[src/rtl/input_test_pkg.sv]
// Shared types and layout constants for the controller snapshot scheduler.
`timescale 1ns/1ps
package input_test_pkg;

  typedef enum logic [1:0] {IDLE, CAPTURE, WRITE, DONE} sched_state_t;

  localparam int SLOT_STRIDE = 8;
  localparam int PAD_BYTES   = 6;
  localparam int FRAME_BYTES = 2;

endpackage

[src/rtl/input_snapshot_sched.sv]
// Copies a per-VBlank snapshot of all pads into the input-mirror RAM, yielding the port to ioctl downloads.
// Optional build macro INPUT_SKIP_UNCHANGED_EN skips pad bytes identical to the last value written.
`timescale 1ns/1ps
module input_snapshot_sched
  import input_test_pkg::*;
#(
  parameter int                NUM_PADS  = 6,
  parameter int                ADDR_W    = 14,
  parameter logic [ADDR_W-1:0] BASE_ADDR = 'h3F00
) (
  input  logic                    clk_sys,
  input  logic                    reset,
  input  logic                    vblank,
  input  logic [32*NUM_PADS-1:0]  joystick,
  input  logic [16*NUM_PADS-1:0]  analog,
  input  logic                    dn_wr,
  input  logic [ADDR_W-1:0]       dn_addr,
  input  logic [7:0]              dn_data,
  output logic                    ram_we,
  output logic [ADDR_W-1:0]       ram_addr,
  output logic [7:0]              ram_data,
  output logic                    busy,
  output logic                    overrun,
  output logic [15:0]             frame_cnt
);

  localparam int PAD_TOTAL = PAD_BYTES * NUM_PADS;
  localparam int TOTAL     = PAD_TOTAL + FRAME_BYTES;
  localparam int IDX_W     = $clog2(TOTAL);
  localparam logic [IDX_W-1:0] LAST_IDX = IDX_W'(TOTAL - 1);

  sched_state_t state_q, state_d;
  logic vblank_q, vb_edge;
  logic pending_q, pending_d;
  logic overrun_q, overrun_d;
  logic [15:0] frame_cnt_q, frame_cnt_d;
  logic [32*NUM_PADS-1:0] joy_q, joy_d;
  logic [16*NUM_PADS-1:0] ana_q, ana_d;
  logic [IDX_W-1:0] idx_q, idx_d, cur;
  logic ram_we_q, ram_we_d;
  logic [ADDR_W-1:0] ram_addr_q, ram_addr_d;
  logic [7:0] ram_data_q, ram_data_d;
  logic scan_wr;

  logic [7:0]        byte_arr [TOTAL];
  logic [ADDR_W-1:0] addr_arr [TOTAL];

  assign vb_edge = vblank & ~vblank_q;
  assign scan_wr = (state_q == WRITE) && !dn_wr;

  // Flat byte/address tables indexed by scan position i = 6p+k, then the two frame bytes.
  genvar gi;
  generate
    for (gi = 0; gi < NUM_PADS; gi++) begin : g_pad
      for (genvar gk = 0; gk < PAD_BYTES; gk++) begin : g_byte
        assign addr_arr[gi*PAD_BYTES+gk] = ADDR_W'(BASE_ADDR + SLOT_STRIDE*gi + gk);
        if (gk < 4) begin : g_joy
          assign byte_arr[gi*PAD_BYTES+gk] = joy_q[32*gi+8*gk +: 8];
        end else begin : g_ana
          assign byte_arr[gi*PAD_BYTES+gk] = ana_q[16*gi+8*(gk-4) +: 8];
        end
      end
    end
    for (gi = 0; gi < FRAME_BYTES; gi++) begin : g_frm
      assign addr_arr[PAD_TOTAL+gi] = ADDR_W'(BASE_ADDR + SLOT_STRIDE*NUM_PADS + gi);
      assign byte_arr[PAD_TOTAL+gi] = frame_cnt_q[8*gi +: 8];
    end
  endgenerate

`ifdef INPUT_SKIP_UNCHANGED_EN
  logic [8*PAD_TOTAL-1:0] last_q, last_d;
  logic [TOTAL-1:0]       need;

  generate
    for (gi = 0; gi < PAD_TOTAL; gi++) begin : g_need
      assign need[gi] = byte_arr[gi] != last_q[8*gi +: 8];
    end
    for (gi = 0; gi < FRAME_BYTES; gi++) begin : g_need_frm
      assign need[PAD_TOTAL+gi] = 1'b1;
    end
  endgenerate

  // Lowest needed index at or after idx_q; frame bytes guarantee a hit.
  always_comb begin
    cur = LAST_IDX;
    for (int i = TOTAL - 1; i >= 0; i--) begin
      if (need[i] && IDX_W'(i) >= idx_q) cur = IDX_W'(i);
    end
  end

  always_comb begin
    last_d = last_q;
    for (int i = 0; i < PAD_TOTAL; i++) begin
      if (scan_wr && cur == IDX_W'(i)) last_d[8*i +: 8] = byte_arr[i];
    end
  end

  always_ff @(posedge clk_sys or posedge reset) begin
    if (reset) last_q <= '0;
    else       last_q <= last_d;
  end
`else
  assign cur = idx_q;
`endif

  always_comb begin
    state_d     = state_q;
    pending_d   = pending_q;
    overrun_d   = overrun_q;
    frame_cnt_d = frame_cnt_q;
    joy_d       = joy_q;
    ana_d       = ana_q;
    idx_d       = idx_q;
    ram_we_d    = 1'b0;
    ram_addr_d  = ram_addr_q;
    ram_data_d  = ram_data_q;

    if (dn_wr) begin
      ram_we_d   = 1'b1;
      ram_addr_d = dn_addr;
      ram_data_d = dn_data;
    end else if (scan_wr) begin
      ram_we_d   = 1'b1;
      ram_addr_d = addr_arr[cur];
      ram_data_d = byte_arr[cur];
    end

    if (vb_edge && state_q != IDLE) begin
      if (pending_q) overrun_d = 1'b1;
      else           pending_d = 1'b1;
    end

    case (state_q)
      IDLE: if (vb_edge) state_d = CAPTURE;
      CAPTURE: begin
        joy_d       = joystick;
        ana_d       = analog;
        frame_cnt_d = frame_cnt_q + 16'd1;
        idx_d       = '0;
        state_d     = WRITE;
      end
      WRITE: begin
        if (scan_wr) begin
          if (cur == LAST_IDX) state_d = DONE;
          else                 idx_d   = cur + 1'b1;
        end
      end
      DONE: begin
        // An edge landing exactly here is served now rather than parked.
        if (pending_q || vb_edge) begin
          state_d   = CAPTURE;
          pending_d = 1'b0;
        end else begin
          state_d = IDLE;
        end
      end
      default: state_d = IDLE;
    endcase
  end

  always_ff @(posedge clk_sys or posedge reset) begin
    if (reset) begin
      state_q     <= IDLE;
      vblank_q    <= 1'b0;
      pending_q   <= 1'b0;
      overrun_q   <= 1'b0;
      frame_cnt_q <= '0;
      joy_q       <= '0;
      ana_q       <= '0;
      idx_q       <= '0;
      ram_we_q    <= 1'b0;
      ram_addr_q  <= '0;
      ram_data_q  <= '0;
    end else begin
      state_q     <= state_d;
      vblank_q    <= vblank;
      pending_q   <= pending_d;
      overrun_q   <= overrun_d;
      frame_cnt_q <= frame_cnt_d;
      joy_q       <= joy_d;
      ana_q       <= ana_d;
      idx_q       <= idx_d;
      ram_we_q    <= ram_we_d;
      ram_addr_q  <= ram_addr_d;
      ram_data_q  <= ram_data_d;
    end
  end

  assign ram_we    = ram_we_q;
  assign ram_addr  = ram_addr_q;
  assign ram_data  = ram_data_q;
  assign busy      = (state_q != IDLE);
  assign overrun   = overrun_q;
  assign frame_cnt = frame_cnt_q;

endmodule

[config.mk]
export PLATFORM = sky130hd
export DESIGN_NAME = input_snapshot_sched
export DESIGN_NICKNAME = d
export VERILOG_FILES = /design/src/rtl/input_test_pkg.sv /design/src/rtl/input_snapshot_sched.sv
export SDC_FILE = /design/constraint.sdc
export NUM_CORES = 1
export LEC_CHECK = 0
export CAP_MARGIN = 10
export CORE_UTILIZATION = 51
export DETAILED_ROUTE_END_ITERATION = 10
export MAX_ROUTING_LAYER = met4
export PLACE_DENSITY = 0.82
export REMOVE_ABC_BUFFERS = 1
export SETUP_SLACK_MARGIN = 0.05
export SYNTH_ARGS = -nofsm -noshare
export SYNTH_HDL_FRONTEND = slang
export SYNTH_SLANG_ARGS = --single-unit
[constraint.sdc]
create_clock -name clk_sys -period 14 [get_ports clk_sys]
set_input_delay 2.8 -clock clk_sys [delete_from_list [all_inputs] [get_ports clk_sys]]
set_output_delay 2.8 -clock clk_sys [all_outputs]
set_load 0.05 [all_outputs]
After elaboration in Yosys (flattened, before gate mapping)
Memory sizes are Yosys's and may differ from the RTL's.
Cells that the tools add are included.
{"block": "totals", "regBits": 338, "romBits": 896, "elab_cells": 59, "mem_count": 1}
{"memory": "(name not given)", "depth": 64, "word_bits": 14, "read_ports": 1, "rd_clocked_by_memory_dff": 0, "wr": 0, "line": "input_snapshot_sched.sv:124", "rtl": "ram_addr_d = addr_arr[cur];"}
{"block": "classes", "addsub": 2, "order_cmp": 1, "n_eq_ne": 8, "n_mux": 22, "n_bitwise": 3, "reduce_logical": 11}
{"cell": "14-bit 2-to-1 mux", "n": 4}
{"cell": "8-bit binary-select mux with 6-bit select", "n": 1}
{"cell": "8-bit 2-to-1 mux", "n": 4}
{"cell": "16-bit by 1-bit adder with 16-bit output, second input constant", "n": 1}
{"cell": "6-bit 2-to-1 mux", "n": 2}
{"cell": "6-bit case mux with 2 select lines", "n": 1}
{"cell": "2-bit case mux with 4 select lines", "n": 1}
{"cell": "7-bit greater-or-equal comparator, second input constant", "n": 1}
{"cell": "6-bit inverter with 7-bit output", "n": 1}
{"cell": "6-bit by 1-bit adder with 6-bit output, second input constant", "n": 1}
{"cell": "6-bit == test, second input constant", "n": 1}
{"cell": "1-bit 2-to-1 mux", "n": 6}
{"cell": "2-bit 2-to-1 mux", "n": 3}
{"cell": "2-bit != test, second input constant", "n": 3}
{"cell": "3-bit AND reduction", "n": 2}
{"cell": "2-bit nonzero test", "n": 3}
{"cell": "2-bit == test, second input constant", "n": 2}
{"cell": "2-bit by 1-bit == test with 1-bit output, second input constant", "n": 1}
{"cell": "1-bit logical AND", "n": 2}
{"cell": "2-bit zero test", "n": 1}
{"cell": "2-bit by 1-bit != test with 1-bit output, second input constant", "n": 1}
{"cell": "2-bit AND reduction", "n": 1}
{"cell": "1-bit AND", "n": 1}
{"cell": "1-bit zero test", "n": 1}
{"cell": "other kinds (2)", "n": 2}

Longest topological paths before layout
Gate-level depths: netlist of run 1.
{"block": "logic_depth", "depth_word": 6, "depth_mapped": 10, "depth_no_buf": 7}

Worst setup path after synthesis of run 1
Ideal clock, no wire load.
{"block": "synth_timing", "path_type": "input to register", "start": "input port dn_wr", "end": "register idx_q[5], in the netlist cur[5]", "setup_time_ns": 0.132, "arrival_time_ns": 3.814, "path_slack_ns": 10.053, "path_stages": 6, "cell_sequence": "buf_2 -> nand2b_1 -> a21oi_1 -> nand4_1 -> xor2_1 -> nor2_1"}
{"block": "synth_between", "elab_chain_len": 4}
{"item": "start, declared", "line": "input_snapshot_sched.sv:16", "rtl": "input logic dn_wr,"}
{"item": "1-bit zero test", "line": "input_snapshot_sched.sv:49", "rtl": "assign scan_wr = (state_q == WRITE) && !dn_wr;"}
{"item": "1-bit logical AND", "line": "input_snapshot_sched.sv:49"}
{"item": "2-bit != test (no line)"}
{"item": "3-bit AND reduction (no line)"}
{"item": "end signal, assigned", "line": "input_snapshot_sched.sv:182", "rtl": "idx_q <= idx_d;"}
{"item": "end, declared", "line": "input_snapshot_sched.sv:39", "rtl": "logic [IDX_W-1:0] idx_q, idx_d, cur;"}
Every way passes these cells.
A chain may end at the register's enable or synchronous reset.

==> summary.txt, run 1 <==
Drt
  • DR vias/cell: 5.61
  • WL/cell: 21.6 um
  • DRT iter0 DRCs: 637
  • DRC: 0
  • DR vias: 10,253
  • ANT nets after route: 0
  • Final wirelength: 39,500 um
  • Pre-antenna DRT Iters: 4

Synthesis
  • Synthesized instance count: 1,068
  • Register area share after synthesis: 54.1%
  • Netlist Area Pre-Place: 0.0156 mm2
  • Post-synth top area share: 54.1%
  • Post-synth EDFFs: 0
  • Synth area leader: dfrtp_1
  • Synth top area cells: dfrtp_1 54%, mux2_2 21%, mux4_2 6.8%
  • Yosys warns: 0
  • Top_reg_cell synth: dfrtp_1
  • Synthesized area per cell: 14.6 um2
  • Async S/R FF share, synth: 100%
  • Cell variety after synth: 54
  • Yosys reg bits: 338

STA
  • Setup TNS: 0 ns
  • RSZ-0062 raised after global routing: no
  • Rel. slew slack: 24.5%
  • Final period util: 37.7%
  • Final Setup Violations: 0
  • Fin. Hold Viols: 0
  • Final Skew: 0.0137 ns
  • Fin crit period: 5.28 ns
  • Least-Margin Pin Slew: 1.13 ns
  • Max Slew Vio Count: 0
  • Hold_ws: 0.482 ns
  • Fmax: 0.189 GHz

Floorplan
  • Die Y: 177 um
  • I/O Pins: 355
  • Die area: 0.0314 mm2
  • Effective utilization at floorplan: 52.3%
  • Row count: 63
  • Core Box Area: 0.0299 mm2
  • Die Wd: 177 um

Clocking
  • Worst-path clk slew: 0.06 ns
  • CTS root buffer: clkbuf_16
  • H-tree levels: 2
  • Post-cts sizing count: 0
  • CTS sink cnt: 338
  • Post-CTS Hold Buffers: 0
  • TritonCTS Buffers: 37
  • Setup bufs post-CTS: 0
  • Clk buf depth: 3
  • CTS tree: built
  • Worst skew pair latency: 0.52 ns

Critical path
  • Critical Path Max Stage Delay: 0.90 ns
  • CP Launch Type: primary input
  • Worst setup path class: primary input to asynchronous set/reset pin
  • Delay-heaviest family, CP: buffers and inverters
  • Arrival time at the worst endpoint: 5.76 ns
  • Crit. End Element: asynchronous set/reset pin
  • Most frequent cell on the critical path: buf_4
  • Critical Path Fanout Max: 118
  • Crit-path slowest cell: buf_4
  • Worst-path cell chain: clkdlybuf4s50_1 > inv_8 > buf_4 > buf_4
  • Critical Path RT: 14.49 ns
  • Worst path bufs/invs: 4

Hold path
  • Worst Hold Class: flip-flop to flip-flop

Place
  • Cell Area, Placed: 0.0194 mm2
  • DP HPWL: 27,600 um
  • Placer Congestion: 0.812
  • Port Buffer Count: 354
  • Placed cells: 1,754

Power
  • VDD IR max: 0.000122 V
  • Pleak: 8.32 nW
  • Power Density: 216 mW/mm2

Cells and area
  • Multi-input logic area: 0.00679 mm2
  • Final std cell area, no fill: 0.0207 mm2
  • Final Non-Filler Cells: 1,829
  • Synthesis-to-finish area growth: 32.3%
  • Core Util, Final: 69.2%
  • Sequential Area: 0.00847 mm2
  • Final #Nets: 1,729
  • Filler cells: 2,081
  • Share of cells above drive strength 1: 29.5%

Global route
  • Largest net degree at the start of global routing: 119
  • Initial antenna violation count: 9
  • All-layer global routing usage: 26.4%
  • First-pass GRT wire length: 61,500 um
  • Grt ovf: 0
  • Vias in the first global route: 11,003

Status
  • Status: complete, no violations

Job
  • Max-Cap Viols: 0
## worst reg2reg max path: stages, from the launching register on
cell and delay [ns]:
dfrtp_1 0.41, inv_1 0.14, ha_4 0.47, buf_4 0.94
buf_4 1.03, mux2_2 0.49
## sequential cells by signal (all words and copies together), names as in the netlist
| name | cells |
|---|---|
| ram_addr | 14 |
| joy_q | 192 |
| vblank_q | 1 |
| ana_q | 96 |
| pending_q | 1 |
| state_q | 2 |
| frame_cnt | 16 |
| overrun | 1 |
| cur | 6 |
| ram_data | 8 |
| ram_we | 1 |
## cell families (layout without fill, tap and decap cells)
kind of cell,count (synthesis),after routing,share of synthesized area (%)
AO/OA/AOI/OAI,97,97,4.39
XOR/XNOR,20,20,1.12
adder cells (fa/ha/maj),12,12,0.960
buffers and inverters,77,438,2.58
flip-flops,338,338,54.1
multiplexers,391,391,32.6
other,0,10,0
AND/OR/NAND/NOR,133,133,4.29
## through the flow
stage          setup WS (ns)  total power [mW]
2_1_floorplan           1.83              3.23
3_3_place_gp            8.11              3.40
3_5_place_dp            8.06              3.48
4_1_cts                 8.61              4.50
5_1_grt                 8.26              4.71
6_report                8.72              4.46
## path summary, 6_finish.rpt
kind	start	to	slack, ns	cells after the start
worst max-delay path	reset	joy_q[2]	8.72	4
worst min-delay path	overrun	overrun	0.48	1
worst max register to register	state_q[1]	joy_q[14]	10.41	5
worst min register to register	overrun	overrun	0.48	1
max in group clk_sys	state_q[0]	busy	8.92	4
min in group asynchronous	reset	ana_q[80]	2.84	2
## layout make-up
type                       count  share of cell area [%]
clock inverter                11                   0.768
antenna                       10                   0.121
tap                          390                    2.36
inverter                       7                   0.163
multi-input combinational    653                    32.8
timing repair buffer         366                    17.5
sequential                   338                    40.9
clock buffer                  54                    5.28
## cell usage in the layout (no fill, tap or decap), types with 7 or more instances in the layout
| cell | n |
|---|---|
| clkdlybuf4s50_1 | 353 |
| clkbuf_16 | 39 |
| nor3_1 | 7 |
| mux2_2 | 291 |
| mux4_2 | 47 |
| nor2_1 | 38 |
| nor2b_1 | 11 |
| xnor2_1 | 13 |
| mux4_1 | 14 |
| o21ai_0 | 29 |
| buf_4 | 12 |
| ha_1 | 10 |
| o211ai_1 | 9 |
| nand3_1 | 9 |
| clkbuf_1 | 9 |
| a22oi_1 | 14 |
| mux2i_1 | 39 |
| xor2_1 | 7 |
| o22ai_1 | 7 |
| nand2_1 | 32 |
| dfrtp_1 | 335 |
| diode_2 | 10 |
| nand4_1 | 8 |
## metal layers
layer	wire length [um]	GRT usage [%]
met5	0	-
met4	1410	9.81
met3	2280	5.00
met2	19500	42.8
met1	16300	33.1
## power breakdown
part           internal, mW  total, mW  switching (mW)
combinational          1.00       1.72           0.714
clock                 0.615       1.00           0.389
sequential             1.45       1.74           0.287
total                  3.07       4.46            1.39
## cell usage after synthesis (5+ instances only)
| cell | n |
|---|---|
| mux2i_1 | 39 |
| mux4_1 | 14 |
| o211ai_1 | 9 |
| a21oi_1 | 6 |
| buf_6 | 5 |
| mux4_2 | 47 |
| nand2b_1 | 6 |
| xor2_1 | 7 |
| nor2_1 | 38 |
| mux2_2 | 291 |
| nand2_1 | 32 |
| ha_1 | 12 |
| a22oi_1 | 14 |
| o22ai_1 | 7 |
| nand3_1 | 9 |
| inv_1 | 6 |
| buf_2 | 13 |
| xnor2_1 | 13 |
| nor3_1 | 7 |
| nand4_1 | 8 |
| nor2b_1 | 11 |
| o21ai_0 | 29 |
| dfrtp_1 | 338 |
| clkbuf_1 | 44 |
Note: power is estimated with default switching activity, not from simulation.
==> inputs of run 2 (changes only) <==
CORE_UTILIZATION = 46   (was 51)
PLACE_DENSITY = 0.78   (was 0.82)
clock period = 4.7 ns   (was 14 ns; I/O delays follow)
==> summary.txt, run 2 (same netlist as run 1, synthesis figures left out) <==
Status
  • Status: complete, no violations

Drt
  • WL/cell: 21.2 um
  • DRT iter0 DRCs: 571
  • DR vias/cell: 5.44
  • DR vias: 10,289
  • ANT nets after route: 0
  • DRC: 0
  • Final wirelength: 40,100 um
  • Pre-antenna DRT Iters: 4

Cells and area
  • Final #Nets: 1,736
  • Synthesis-to-finish area growth: 33.2%
  • Most frequent cells in the layout: 353 x clkdlybuf4s50_1, 335 x dfrtp_1, 291 x mux2_2
  • Most flop-heavy register: joy_q
  • Max reg flops: 192
  • Final std cell area, no fill: 0.0208 mm2
  • Share of cells above drive strength 1: 29.9%
  • Commonest non-fill, non-tap cell in the layout: clkdlybuf4s50_1

Power
  • Clock power share: 21.7%
  • VDD IR max: 0.000535 V
  • Sw Share: 31.6%
  • Internal power: 9.04 mW
  • Sequential share of power: 39.7%
  • Switching power total: 4.17 mW
  • Power Density: 635 mW/mm2
  • Gate power share: 38.6%
  • Pleak: 8.35 nW
  • Final Total Pwr: 13.2 mW

Clocking
  • CTS sink cnt: 338
  • CTS root buffer: clkbuf_16
  • Worst-path clk slew: 0.06 ns
  • Post-cts sizing count: 0
  • Clk buf depth: 3
  • CTS tree: built
  • Worst skew pair latency: 0.53 ns
  • H-tree levels: 2
  • Post-CTS Hold Buffers: 0
  • Setup bufs post-CTS: 0
  • TritonCTS Buffers: 38

Global route
  • Initial antenna violation count: 6
  • GR Util met2: 38.4%
  • Met3 Resource Use GR: 4.55%
  • Vias in the first global route: 10,998
  • Grt ovf: 0
  • Most Crowded Layer GR: met2
  • Largest net degree at the start of global routing: 156
  • All-layer global routing usage: 24.1%
  • First-pass GRT wire length: 62,900 um
  • GR Layer Usage met1: 31.7%

Critical path
  • Worst-path cell chain: inv_1 > ha_1 > inv_1 > clkdlybuf4s50_1
  • Critical Path Fanout Max: 6
  • Critical Path Max Stage Delay: 0.81 ns
  • Critical path origin: state_q[0]
  • Reg2reg start: cur[0]
  • Crit-path slowest cell: clkdlybuf4s50_1
  • CP Launch Type: flip-flop
  • Worst path bufs/invs: 3
  • Most frequent cell on the critical path: inv_1
  • Worst setup path class: flip-flop to primary output
  • Delay-heaviest family, CP: buffers and inverters
  • Crit. End Element: primary output
  • Critical Path RT: 3.76 ns
  • Arrival time at the worst endpoint: 2.26 ns

STA
  • Setup TNS: 0 ns
  • Fmax: 0.313 GHz
  • Final period util: 68.0%
  • Max Slew Vio Count: 0
  • RSZ-0062 raised after global routing: no
  • Final Skew: 0.0161 ns
  • Final Setup Violations: 0
  • Fin crit period: 3.20 ns
  • Least-Margin Pin Slew: 0.990 ns
  • Rel. slew slack: 34.0%
  • Fin. Hold Viols: 0

Job
  • Max-Cap Viols: 0

Floorplan
  • Die area: 0.0347 mm2
  • I/O Pins: 355
  • Row count: 67
  • Core Box Area: 0.0334 mm2
  • Effective utilization at floorplan: 46.8%
  • Die Wd: 186 um
  • Die Y: 186 um

Hold path
  • Worst Hold Class: flip-flop to flip-flop
  • Hold Startpoint: overrun

Place
  • Placer Congestion: 0.834
  • DP HPWL: 28,600 um
  • Cell Area, Placed: 0.0196 mm2
  • Port Buffer Count: 354
-- run 2: stage by stage --
step	utilization, %	hold slack [ns]	cells	worst slack, ns
after global placement	58.6	0.449	1818	1.65
after floorplan	-	0.472	998	-5.61
after detailed placement	58.6	0.460	1818	1.64
after CTS	62.2	0.473	1884	1.48
final	62.3	0.467	1890	1.50
after global routing	62.3	0.504	1890	1.39
-- run 2: worst register-to-register path, cell delays in order (launching register included) --
cell,delay [ns]
dfrtp_4,1.03
buf_4,0.42
mux4_2,0.52
a211o_1,0.31
o211ai_1,0.46
o211ai_1,0.16
-- run 2: final timing paths --
| check | endpoint | slack (ns) | depth (start not counted) |
|---|---|---|---|
| setup / recovery | busy | 1.50 | 4 |
| hold / removal | overrun | 0.47 | 1 |
| setup reg to reg | ram_data[6] | 1.65 | 5 |
| hold reg to reg | overrun | 0.47 | 1 |
| max in group asynchronous | joy_q[65] | 2.71 | 3 |
| min in group asynchronous | ana_q[32] | 0.97 | 2 |
-- run 2: layout make-up --
cell class / count / area (um2)
antenna: 6 / 15.0
clock buffer: 52 / 1060
clock inverter: 14 / 143
fill: 2493 / 12600
inverter: 7 / 33.8
multi-input combinational: 653 / 6790
sequential: 338 / 8470
tap: 448 / 561
timing repair buffer: 372 / 3750
-- run 2: routing by layer --
layer | share of wire (%) | wire [um] | vias to the layer above
li1 | - | - | 4685
met1 | 43 | 17300 | 5268
met2 | 49 | 19700 | 284
met3 | 5.5 | 2210 | 52
met4 | 2.2 | 877 | 0
met5 | 0 | 0 | -
-- run 2: power by group through the flow --
stage | Sequential [mW] | Clock [mW] | Combinational, mW
floorplan | 5.26 | 0 | 3.56
global placement | 5.24 | 0 | 4.98
detailed placement | 5.30 | 0 | 5.11
CTS | 5.26 | 2.94 | 5.13
global route | 5.45 | 3.05 | 5.47
finish | 5.25 | 2.87 | 5.10
